<file path="src/rtl/fib_pkg.sv">
// Shared definitions for the Fibonacci index decoder: FSM state encoding
// and the default value / step-count widths.
package fib_pkg;

    // Default value width and step-count width.
    localparam int FIB_W  = 16;
    localparam int FIB_CW = 4;

    // Decoder control states.
    typedef enum logic [1:0] {
        IDLE   = 2'd0,
        SEARCH = 2'd1,
        DONE   = 2'd2
    } fib_idx_state_e;

endpackage : fib_pkg

</file>
<file path="src/rtl/fib_step.sv">
// One step of the Fibonacci recurrence: sum of current and previous,
// computed one bit wider so the carry-out flags a W-bit overflow.
module fib_step
    import fib_pkg::*;
#(
    parameter int W = FIB_W
) (
    input  logic [W-1:0] cur_i,
    input  logic [W-1:0] prev_i,
    output logic [W-1:0] sum_o,
    output logic         ovf_o
);

    logic [W:0] sum_wide;

    // Widened add; the top bit is the overflow flag, the rest is the next term.
    always_comb begin
        sum_wide = {1'b0, cur_i} + {1'b0, prev_i};
        sum_o    = sum_wide[W-1:0];
        ovf_o    = sum_wide[W];
    end

endmodule : fib_step

</file>
<file path="src/rtl/fib_index.sv">
// Fibonacci index decoder. Accepts a value, replays the Fibonacci
// recurrence from current=1/previous=0 and reports whether the value is
// reached and at which step the search stopped (hit, pass, step limit or
// W-bit overflow). Valid/ready handshakes on both input and output.
module fib_index
    import fib_pkg::*;
#(
    parameter int W  = FIB_W,
    parameter int CW = FIB_CW
) (
    input  logic          clk,
    input  logic          rst,
    input  logic          in_valid,
    output logic          in_ready,
    input  logic [W-1:0]  in_value,
    output logic          out_valid,
    input  logic          out_ready,
    output logic          out_found,
    output logic [CW-1:0] out_count
);

    // Largest step index representable by the counter.
    localparam logic [CW-1:0] K_MAX = {CW{1'b1}};

    fib_idx_state_e state_q, state_d;

    logic [W-1:0]  cur_q,    cur_d;
    logic [W-1:0]  prev_q,   prev_d;
    logic [W-1:0]  target_q, target_d;
    logic [CW-1:0] k_q,      k_d;

    logic          out_valid_q, out_valid_d;
    logic          out_found_q, out_found_d;
    logic [CW-1:0] out_count_q, out_count_d;

    logic [W-1:0]  step_sum;
    logic          step_ovf;

    logic          hit;
    logic          passed;
    logic          exhausted;
    logic          search_end;

    fib_step #(
        .W (W)
    ) u_step (
        .cur_i  (cur_q),
        .prev_i (prev_q),
        .sum_o  (step_sum),
        .ovf_o  (step_ovf)
    );

    // Termination tests for the current step, in priority order: a match
    // wins over a pass, which wins over running out of steps or width.
    // Exhaustion is checked before stepping so a wrapped sum is never loaded.
    always_comb begin
        hit        = (cur_q == target_q);
        passed     = (cur_q > target_q);
        exhausted  = (k_q == K_MAX) || step_ovf;
        search_end = hit || passed || exhausted;
    end

    // State register.
    always_ff @(posedge clk) begin
        if (rst) begin
            state_q <= IDLE;
        end else begin
            state_q <= state_d;
        end
    end

    // Next-state logic: one accept, a search of k+1 cycles, then hold the
    // result until the consumer takes it.
    always_comb begin
        state_d = state_q;
        unique case (state_q)
            IDLE: begin
                if (in_valid) begin
                    state_d = SEARCH;
                end
            end
            SEARCH: begin
                if (search_end) begin
                    state_d = DONE;
                end
            end
            DONE: begin
                if (out_ready) begin
                    state_d = IDLE;
                end
            end
            default: begin
                state_d = IDLE;
            end
        endcase
    end

    // Output logic: the only combinational output is the input-side ready.
    always_comb begin
        in_ready = (state_q == IDLE);
    end

    // Datapath next-state: latch the target on accept, advance the
    // recurrence during the search, capture the verdict when it ends.
    always_comb begin
        cur_d       = cur_q;
        prev_d      = prev_q;
        target_d    = target_q;
        k_d         = k_q;
        out_valid_d = out_valid_q;
        out_found_d = out_found_q;
        out_count_d = out_count_q;
        unique case (state_q)
            IDLE: begin
                if (in_valid) begin
                    target_d = in_value;
                    cur_d    = W'(1);
                    prev_d   = '0;
                    k_d      = '0;
                end
            end
            SEARCH: begin
                if (search_end) begin
                    out_valid_d = 1'b1;
                    out_found_d = hit;
                    out_count_d = k_q;
                end else begin
                    prev_d = cur_q;
                    cur_d  = step_sum;
                    k_d    = k_q + CW'(1);
                end
            end
            DONE: begin
                if (out_ready) begin
                    out_valid_d = 1'b0;
                end
            end
            default: begin
                out_valid_d = 1'b0;
            end
        endcase
    end

    // Datapath and result registers; reset clears everything so an aborted
    // search leaves no trace and no result is emitted.
    always_ff @(posedge clk) begin
        if (rst) begin
            cur_q       <= '0;
            prev_q      <= '0;
            target_q    <= '0;
            k_q         <= '0;
            out_valid_q <= 1'b0;
            out_found_q <= 1'b0;
            out_count_q <= '0;
        end else begin
            cur_q       <= cur_d;
            prev_q      <= prev_d;
            target_q    <= target_d;
            k_q         <= k_d;
            out_valid_q <= out_valid_d;
            out_found_q <= out_found_d;
            out_count_q <= out_count_d;
        end
    end

    // Result outputs come straight from registers.
    always_comb begin
        out_valid = out_valid_q;
        out_found = out_found_q;
        out_count = out_count_q;
    end

endmodule : fib_index
</file>
<file path="config.mk">
export PLATFORM = sky130hd
export DESIGN_NAME = fib_index
export DESIGN_NICKNAME = d
export VERILOG_FILES = /design/src/rtl/fib_pkg.sv /design/src/rtl/fib_step.sv /design/src/rtl/fib_index.sv
export SDC_FILE = /design/constraint.sdc
export NUM_CORES = 1
export LEC_CHECK = 0
export BUFFER_PORTS_ARGS = -buffer_cell sky130_fd_sc_hd__clkbuf_2
export CAP_MARGIN = 20
export CORE_MARGIN = 1
export CORE_UTILIZATION = 60
export CTS_CLUSTER_SIZE = 8
export DETAILED_ROUTE_END_ITERATION = 6
export GPL_TIMING_DRIVEN = 0
export PLACE_DENSITY = 0.83
export SLEW_MARGIN = 10
export SYNTH_ARGS = -nofsm -noshare
export SYNTH_HDL_FRONTEND = slang
export SYNTH_SLANG_ARGS = --single-unit
</file>
<file path="constraint.sdc">
create_clock -name clk -period 3.6 [get_ports clk]
set_input_delay 0 -clock clk [delete_from_list [all_inputs] [get_ports clk]]
set_output_delay 0 -clock clk [all_outputs]
set_load 0.005 [all_outputs]
</file>
After elaboration in Yosys (flattened, before gate mapping)
Index checks and enable logic that the tools add are counted.
{ "word_totals": {"register_bits": 60, "inputBits": 20, "out_inout_bits": 7, "word_cells": 46} }
{ "classes": {"add_sub_neg": 2, "magnitude_cmp": 1, "eq_ne": 8, "mux": 16, "n_bitwise": 1, "reduce_logical": 10} }
{ "ops": {"columns": ["cell", "count"], "rows": [
  ["$mux 16", 4],
  ["$pmux 16 s2", 2],
  ["$add 16x16->17", 1],
  ["$eq 16x16->1", 1],
  ["$gt 16x16->1", 1],
  ["$reduce_and 3->1", 3],
  ["$mux 4", 2],
  ["$ne 2x2->1 const B", 4],
  ["$pmux 4 s2", 1],
  ["$mux 2", 3],
  ["$pmux 2 s3", 1],
  ["$add 4x1->4 const B", 1],
  ["$eq 4x4->1 const B", 1],
  ["$reduce_and 2->1", 2],
  ["$logic_or 1x1->1", 3],
  ["$pmux 1 s3", 1],
  ["$eq 2x1->1 const B", 1],
  ["$eq 2x2->1 const B", 1],
  ["$logic_not 2->1", 1],
  ["$mux 1", 2],
  ["$reduce_bool 2->1", 1],
  ["$not 1->1", 1]
]} }

Longest topological paths before layout
Gate-level depths: netlist of run 1.
{ "depth": {"ltp_word": 5, "ltp_mapped": 11, "mapped_depth_nobuf": 9} }

Hierarchy
From an unflattened synthesis of run 1, not the netlist that was laid out.
{ "unflattened": {"hier_cells": 449, "hier_area_um2": 3678.5} }
{ "modules_own_cells": {"columns": ["module", "instances", "cells_per_inst", "area_each_um2", "seq_area_each_um2"], "rows": [
  ["fib_index", 1, 339, 2822.7, 1201.2],
  ["fib_step", 1, 110, 855.8, 0.0]
]} }

Worst setup path before layout of run 1
No wires, ideal clock.
{ "synth_path": {"path_kind": "reg2reg", "start": "register cur_q[0]", "end": "register prev_q[13]", "setup_time_ps": 70, "t_arrival_ps": 2246, "required_ps": 3530, "slack_ps": 1283, "path_stages_with_launch": 12, "path_buffers": 2, "period_less_slack_ps": 2317, "cell_sequence": "dfxtp_1 ha_1 inv_1 fa_1 nor2b_1 o31a_1 o211ai_2 o22ai_2 buf_2 buf_2 o211ai_1 a21oi_1"} }
{ "synth_between": {"elab_chain_cells": 5, "word_cells_on_any_way": 8, "classes_between": "1 x add/sub; 1 x order compare; 2 x eq/ne; 4 x reduce/logical"} }
{ "synth_rtl": {"columns": ["item", "line", "rtl"], "rows": [
  ["from (decl)", "fib_index.sv:27", "logic [W-1:0] cur_q, cur_d;"],
  ["from (signal assigned)", "fib_index.sv:156", "cur_q <= cur_d;"],
  ["$add 16x16->17 (tied with other cells)", "fib_step.sv:18", "sum_wide = {1'b0, cur_i} + {1'b0, prev_i};"],
  ["$logic_or 1x1->1 (on tied branches)", "fib_index.sv:59, fib_index.sv:60", null],
  ["$logic_or 1x1->1 *", "fib_index.sv:60", "search_end = hit || passed || exhausted;"],
  ["$ne 2x2->1 (no source line) *", null, null],
  ["$reduce_and 3->1 (no source line) *", null, null],
  ["to (signal assigned)", "fib_index.sv:157", "prev_q <= prev_d;"],
  ["to (decl)", "fib_index.sv:28", "logic [W-1:0] prev_q, prev_d;"]
]} }
Mark *: on every way between the ends. The rest lies on a longest branch, timed or not.
A chain may end at the register's enable or synchronous reset.

Worst setup path after layout of run 1
Same ends and word-level chain as after synthesis.

==> impl_metrics.json, run 1 <==
{
  "dominant_cell_by_count_in_the_synthesized_netlist": "sky130_fd_sc_hd__dfxtp_1",
  "first_pass_iters": 5,
  "combinationalPowerShare_pct": 13.6,
  "setup.worst_path.start": "cur_q[0]$_SDFFE_PP0P_",
  "num_io_pins": 27,
  "power_switching_w": 0.0004420,
  "final_design_area_no_fill_um2": 4126,
  "routed-via-count": 3537,
  "power_density_nw_per_um2": 402.4,
  "synth-edff-count": 0,
  "die_area_um2": 6150,
  "total_placed_cells_including_tap_cells": 527,
  "grt_antenna_before_repair": 0,
  "share_of_final_layout_standard_cells_stronger_than_drive_strength_1_pct": 11.89,
  "rsz_0062_raised_after_global_routing": "false",
  "p_leak_nw": 1.768,
  "max_freq_mhz": 331.6,
  "synth_top_cells_by_area": "sky130_fd_sc_hd__dfxtp_1 (34%), sky130_fd_sc_hd__ha_1 (12%), sky130_fd_sc_hd__a21oi_1 (7.9%), sky130_fd_sc_hd__nand2_1 (6.3%), sky130_fd_sc_hd__nand3_1 (5.4%)",
  "place_area_um2": 3725,
  "cts-htree-levels": 3,
  "cts_tree": "done",
  "die_width_um": 78.43,
  "start_util_pct": 62.87,
  "worst_clock_skew_ns": 0.006728,
  "vdd_ir_drop_max_mv": 0.3042,
  "synth-warning-count": 0,
  "pwr-share-seq_pct": 42.0,
  "worstHoldPathType": "in -> reg",
  "cts.hold.buffers_added": 17,
  "num_antenna_cells": 0,
  "grt_util_all_layers_pct": 33.98,
  "report.final.slew_viol_count": 0,
  "sw_frac_of_total_pct": 26.62,
  "setup.worst_path.class": "reg -> reg",
  "layout_area_overhead_pct": 17.74,
  "hold_viol": 0,
  "crit_fanout": 10,
  "fp.dieH_um": 78.43,
  "postSynthNetCount": 483,
  "synthTopCellsByCount": "sky130_fd_sc_hd__dfxtp_1 (60), sky130_fd_sc_hd__nand2_1 (59), sky130_fd_sc_hd__a21oi_1 (55)",
  "finish.net_count": 537,
  "mappedNetlistArea_um2": 3505,
  "per_cell_via_count_in_the_routed_design": 6.316,
  "crit_arrival_ns": 3.29,
  "worstPathRequired_ns": 3.87,
  "drt.antenna.violating_nets": 0,
  "std_cell_rows": 27,
  "timing.final.crit_share_pct": 83.77,
  "slew-limit-headroom_pct": 60.70,
  "buffers_from_clock_root_to_sink_at_most": 2,
  "worstReg2RegStart": "cur_q[0]$_SDFFE_PP0P_",
  "grt_start_max_net_pins": 11,
  "post-synth-top-area-fraction_pct": 34.27,
  "synth_flop_cell": "sky130_fd_sc_hd__dfxtp_1",
  "yosys_register_bits": 60,
  "cap_violations": 0,
  "clk_pin_slew_worst_paths_ns": 0.07,
  "intPower_w": 0.001218,
  "postCtsSetupRepairBufs": 0,
  "first_iter_violations": 305,
  "final.setup.tns_ns": 0,
  "syn-mean-instance-area_um2": 8.169,
  "drt-total-wl_mm": 9.752,
  "postSynth.asyncResetShare_pct": 0,
  "routedWlPerCell_um": 17.41,
  "clock_sinks": 60,
  "hpwl_mm": 6.628,
  "sequential_cell_area_fraction_in_the_yosys_report_pct": 34.27,
  "place_congestion": 0.9253,
  "yosysUniqueCellTypes": 53,
  "finalSetupViolations": 0,
  "startpoint_of_the_worst_hold_path": "rst",
  "critical_path.startpoint_type": "register",
  "timing_worst_slew_pin_value_ns": 0.5894,
  "cts-resized-gates": 0,
  "postSynthCellCount": 429,
  "clock_latency_ns": 0.35,
  "fin_cells": 560,
  "cts-buffers-inserted": 9,
  "final_period_minus_worst_setup_slack_ns": 3.016,
  "worst_setup_path_end_kind": "register",
  "status": "finished, final reports clean",
  "remaining_global_route_overflow": 0,
  "global_route_wire_length_before_repair_mm": 15.94,
  "port-buffer-count": 26,
  "ctsRootBufferMaster": "sky130_fd_sc_hd__clkbuf_8",
  "yosys.area.top_type": "sky130_fd_sc_hd__dfxtp_1",
  "drt_drc_violations_left": 0,
  "grt_pass1_vias": 3426,
  "coreArea_um2": 5574,
  "p_clk_share_pct": 44.4
}
final timing paths:
check	cells past startpoint	slack [ns]	endpoint
max	11	0.58	prev_q[13]$_SDFFE_PP0P_
min	3	0.08	cur_q[2]$_SDFFE_PP0P_
max reg2reg	11	0.58	prev_q[13]$_SDFFE_PP0P_
min reg2reg	2	0.46	target_q[12]$_SDFFE_PP0P_
flip-flops by register name, summed over array words and instances, names as in the netlist:
signal / count
cur_q: 16
k_q: 4
out_count: 4
out_found: 1
out_valid: 1
prev_q: 16
state_q: 2
target_q: 16
final cells by class:
class | instances | area [µm²]
Multi-Input combinational cell | 322 | 2113
Fill cell | 398 | 1448
Sequential cell | 60 | 1201
Timing Repair Buffer | 43 | 300.3
Clock buffer | 11 | 131.4
Buffer | 24 | 103.9
Clock inverter | 5 | 100.1
Tap cell | 72 | 90.09
Inverter | 23 | 86.33
power groups by stage:
stage          Clock [W]  Sequential, W  Combinational [W]
5_1_grt         0.000768       0.000699           0.000245
2_1_floorplan          0       0.000709           0.000137
3_3_place_gp           0       0.000712           0.000195
3_5_place_dp           0       0.000712           0.000202
4_1_cts         0.000737       0.000697           0.000219
6_report        0.000737       0.000697           0.000226
metal layers:
layer	vias to the layer above	wire, µm	GRT usage [%]
met5	-	0	0
met4	0	314	14.81
met3	28	715	8.256
met2	149	4710	57.28
met1	1696	4011	40.94
li1	1664	-	-
stage by stage:
stage                     hold WS [ns]  power [W]  setup WS (ns)  util [%]
after detailed placement        0.2306  0.0009144         0.7273     66.82
after CTS                      0.06849   0.001654         0.6595     74.03
final                          0.08318   0.001660         0.5842     74.03
after global routing           0.08342   0.001712         0.4405     74.03
after floorplan                 0.1360  0.0008462          1.283         -
after global placement          0.2226  0.0009069         0.8644     66.82
cells in the final DEF, fill, tap and decap left out, types with 4 or more instances in the layout:
master                          Yosys  routed
sky130_fd_sc_hd__and3_1             4       4
sky130_fd_sc_hd__o21a_1             4       4
sky130_fd_sc_hd__clkbuf_1          14      16
sky130_fd_sc_hd__nand2_1           59      59
sky130_fd_sc_hd__dfxtp_1           60      60
sky130_fd_sc_hd__nor2_1             9       9
sky130_fd_sc_hd__xnor2_1            5       5
sky130_fd_sc_hd__mux2i_1            8       8
sky130_fd_sc_hd__o22ai_1            4       4
sky130_fd_sc_hd__a21o_1             4       4
sky130_fd_sc_hd__inv_1             23      23
sky130_fd_sc_hd__a21oi_1           55      55
sky130_fd_sc_hd__dlygate4sd3_1      0      17
sky130_fd_sc_hd__clkbuf_2           0      26
sky130_fd_sc_hd__nand2b_1           4       4
sky130_fd_sc_hd__buf_2              8       8
sky130_fd_sc_hd__nand3_1           38      38
sky130_fd_sc_hd__o21ai_0           12      12
sky130_fd_sc_hd__clkbuf_8           0       9
sky130_fd_sc_hd__ha_1              33      33
sky130_fd_sc_hd__o211ai_1          23      23
sky130_fd_sc_hd__nor2b_1            7       7
sky130_fd_sc_hd__or3_1              4       4
sky130_fd_sc_hd__and2_1             4       4
critical path: stages, from the launching register on:
cell                       delay, ns
sky130_fd_sc_hd__dfxtp_1        0.41
sky130_fd_sc_hd__ha_1           0.21
sky130_fd_sc_hd__inv_1          0.06
sky130_fd_sc_hd__fa_1           0.38
sky130_fd_sc_hd__nor2b_1        0.24
sky130_fd_sc_hd__o31a_1         0.31
sky130_fd_sc_hd__o211ai_2       0.16
sky130_fd_sc_hd__o22ai_2        0.29
sky130_fd_sc_hd__buf_2          0.29
sky130_fd_sc_hd__buf_2          0.28
sky130_fd_sc_hd__o211ai_1       0.12
sky130_fd_sc_hd__a21oi_1        0.19
kinds of logic after synthesis:
group           after synthesis  synth area share, %
flops                        60                34.27
buf+inv                      47                5.427
xor+xnor                      8                1.999
simple gates                142                19.28
mux                          10                2.928
fa+ha+maj                    34                12.35
compound gates              128                23.74
Power figures use the tool's default switching activity.
==> run 2: changes to the inputs <==
--- a/config.mk
+++ b/config.mk
@@ -8,11 +8,11 @@
 export BUFFER_PORTS_ARGS = -buffer_cell sky130_fd_sc_hd__clkbuf_2
 export CAP_MARGIN = 20
 export CORE_MARGIN = 1
-export CORE_UTILIZATION = 60
+export CORE_UTILIZATION = 54
 export CTS_CLUSTER_SIZE = 8
 export DETAILED_ROUTE_END_ITERATION = 6
 export GPL_TIMING_DRIVEN = 0
-export PLACE_DENSITY = 0.83
+export PLACE_DENSITY = 0.79
 export SLEW_MARGIN = 10
 export SYNTH_ARGS = -nofsm -noshare
 export SYNTH_HDL_FRONTEND = slang
==> constraint.sdc (replaced) <==
create_clock -name clk -period 2.67 [get_ports clk]
set_input_delay 0 -clock clk [delete_from_list [all_inputs] [get_ports clk]]
set_output_delay 0 -clock clk [all_outputs]
set_load 0.005 [all_outputs]
==> run 2 against run 1 <==
Cell count is 0.71% higher; sequential share of layout area is 0.47 points lower; power is 36% higher; setup slack worse by 0.52 ns; die area is 11% higher; core utilization is 5.1 points lower; critical path depth is 3 lower; critical path type unchanged; critical endpoint is now cur_q[7]$_SDFFE_PP0P_; largest cell class unchanged.
==> impl_metrics.json, run 2 (synthesis gave the netlist of run 1 again) <==
{
  "final_period_minus_worst_setup_slack_ns": 2.605,
  "coreArea_um2": 6096,
  "start_util_pct": 57.49,
  "final_critical_path_setup_slack_ns": 0.06477,
  "hpwl_mm": 6.546,
  "vdd_ir_drop_max_mv": 0.4320,
  "setup.worst_path.class": "reg -> reg",
  "worstReg2RegStart": "cur_q[5]$_SDFFE_PP0P_",
  "worst_r2r_path_depth": 8,
  "layout_area_overhead_pct": 19.81,
  "die_area_um2": 6816,
  "place_area_um2": 3729,
  "critPathSlowestCell": "sky130_fd_sc_hd__o31ai_1",
  "worstPathBufferInverterCount": 1,
  "report.final.slew_viol_count": 0,
  "reg2reg_setup_slack_ns": 0.06,
  "remaining_global_route_overflow": 0,
  "crit_fanout": 10,
  "fillCellCount": 489,
  "timing_worst_slew_pin_value_ns": 0.6580,
  "routedWlPerCell_um": 17.26,
  "first_iter_violations": 285,
  "buffers_from_clock_root_to_sink_at_most": 2,
  "final_util_pct": 68.88,
  "grt_util_all_layers_pct": 30.38,
  "hold_path_end": "cur_q[2]$_SDFFE_PP0P_",
  "power_density_nw_per_um2": 537.6,
  "clock_latency_ns": 0.35,
  "hold_path_stages": 3,
  "finalSetupViolations": 0,
  "first_pass_iters": 5,
  "num_io_pins": 27,
  "grt_antenna_before_repair": 0,
  "port-buffer-count": 26,
  "clock_sinks": 60,
  "share_of_final_layout_standard_cells_stronger_than_drive_strength_1_pct": 13.29,
  "drt-total-wl_mm": 9.733,
  "worstHoldPathType": "in -> reg",
  "clk_pin_slew_worst_paths_ns": 0.07,
  "global_route_wire_length_before_repair_mm": 15.26,
  "cp_cell_sequence": "ha_1 > a21oi_1 > o21bai_1 > o31ai_1 > and3_1 > buf_2 > a21oi_4 > o41ai_1",
  "hold_viol": 0,
  "grt_start_max_net_pins": 11,
  "status": "finished, final reports clean",
  "fp.dieH_um": 82.56,
  "crit_arrival_ns": 2.83,
  "worst_clock_skew_ns": 0.007803,
  "timing.final.crit_share_pct": 97.57,
  "worst_setup_path_end_kind": "register",
  "max_freq_mhz": 383.8,
  "rsz_0062_raised_after_global_routing": "false",
  "die_width_um": 82.56,
  "num_antenna_cells": 0,
  "cap_violations": 0,
  "grt_pass1_vias": 3290,
  "critical_path.startpoint_type": "register",
  "setup.worst_path.start": "cur_q[5]$_SDFFE_PP0P_",
  "routed-via-count": 3511,
  "final.setup.tns_ns": 0,
  "cts-buffers-inserted": 9,
  "cts_tree": "done",
  "startpoint_of_the_worst_hold_path": "rst",
  "layout.cells.most_common_list": "sky130_fd_sc_hd__nand2_1 (59), sky130_fd_sc_hd__dfxtp_1 (59), sky130_fd_sc_hd__a21oi_1 (55), sky130_fd_sc_hd__nand3_1 (38), sky130_fd_sc_hd__ha_1 (33)",
  "per_cell_via_count_in_the_routed_design": 6.225,
  "drt_drc_violations_left": 0,
  "reg.largest.list": "cur_q x16, prev_q x16, target_q x16",
  "worstPathRequired_ns": 2.90,
  "p_leak_nw": 1.788,
  "std_cell_rows": 28,
  "critPathTopFamily": "compound AO/OA/AOI/OAI gates",
  "place_congestion": 0.8937,
  "hold_slack_ns": 0.08536,
  "slew-limit-headroom_pct": 56.13,
  "max_stage_delay_ns": 0.48,
  "pre_cts_ws_ns": -0.1288,
  "drt.antenna.violating_nets": 0,
  "cts-htree-levels": 3,
  "final_design_area_no_fill_um2": 4199,
  "finish.net_count": 538,
  "reg2reg_to": "cur_q[7]$_SDFFE_PP0P_",
  "ctsRootBufferMaster": "sky130_fd_sc_hd__clkbuf_8"
}
run 2: final cells by class:
class / instances / area, µm² / area share, %
multi-input combinational: 322 / 2151 / 51.22
sequential: 60 / 1202 / 28.64
clock inverter: 5 / 100.1 / 2.384
inverter: 23 / 86.33 / 2.056
buffer: 24 / 126.4 / 3.010
clock buffer: 11 / 131.4 / 3.129
tap: 75 / 93.84 / 2.235
timing repair buffer: 44 / 307.8 / 7.330
run 2: through the flow:
stage,total power (W),instances
finish,0.002257,564
global route,0.002329,564
CTS,0.002237,564
detailed placement,0.001234,530
global placement,0.001224,530
floorplan,0.001141,429
run 2: how the worst max path moves through the flow:
| stage | endpoint | slack, ns | cells past startpoint |
|---|---|---|---|
| 3_3_place_gp | prev_q[13]$_SDFFE_PP0P_ | -0.09 | 11 |
| 4_1_cts | cur_q[7]$_SDFFE_PP0P_ | 0.004 | 11 |
| 5_1_grt | prev_q[10]$_SDFFE_PP0P_ | 0.001 | 11 |
| 3_5_place_dp | k_q[2]$_SDFFE_PP0P_ | -0.13 | 11 |
| 6_report | cur_q[7]$_SDFFE_PP0P_ | 0.06 | 8 |
| 2_1_floorplan | prev_q[13]$_SDFFE_PP0P_ | 0.35 | 11 |
run 2: worst register-to-register path, delay by kind of cell (launching register included):
family                     cells  cell delay, ns
AOI/OAI and AO/OA              5            1.37
adders and majority gates      1            0.28
DFF                            1            0.41
and+or+nand+nor                1            0.24
buffers and inverters          1            0.19
run 2: per-layer routing:
layer | global-route usage [%] | vias up | share of wire (%)
li1 | - | 1677 | -
met5 | 0 | - | 0
met4 | 13.10 | 0 | 3.4
met2 | 51.32 | 137 | 47
met3 | 7.802 | 37 | 6.2
met1 | 36.32 | 1660 | 43
run 2: where the power goes:
part | leakage, nW | switching [W] | internal [W]
Clock | 0.117 | 0.000375 | 0.000618
Sequential | 0.487 | 0.0000187 | 0.000923
Combinational | 1.18 | 0.000211 | 0.000112
Total | 1.79 | 0.000605 | 0.00165
run 2: repair_timing:
action / in CTS / in global routing
resized for setup: 3 / 17
pin swaps: 1 / 4
endpoints found under the hold margin: 18 / 0
hold buffers: 17 / 0
cloned: 0 / 0
setup endpoints to repair: 32 / 35
setup buffers: 1 / 0
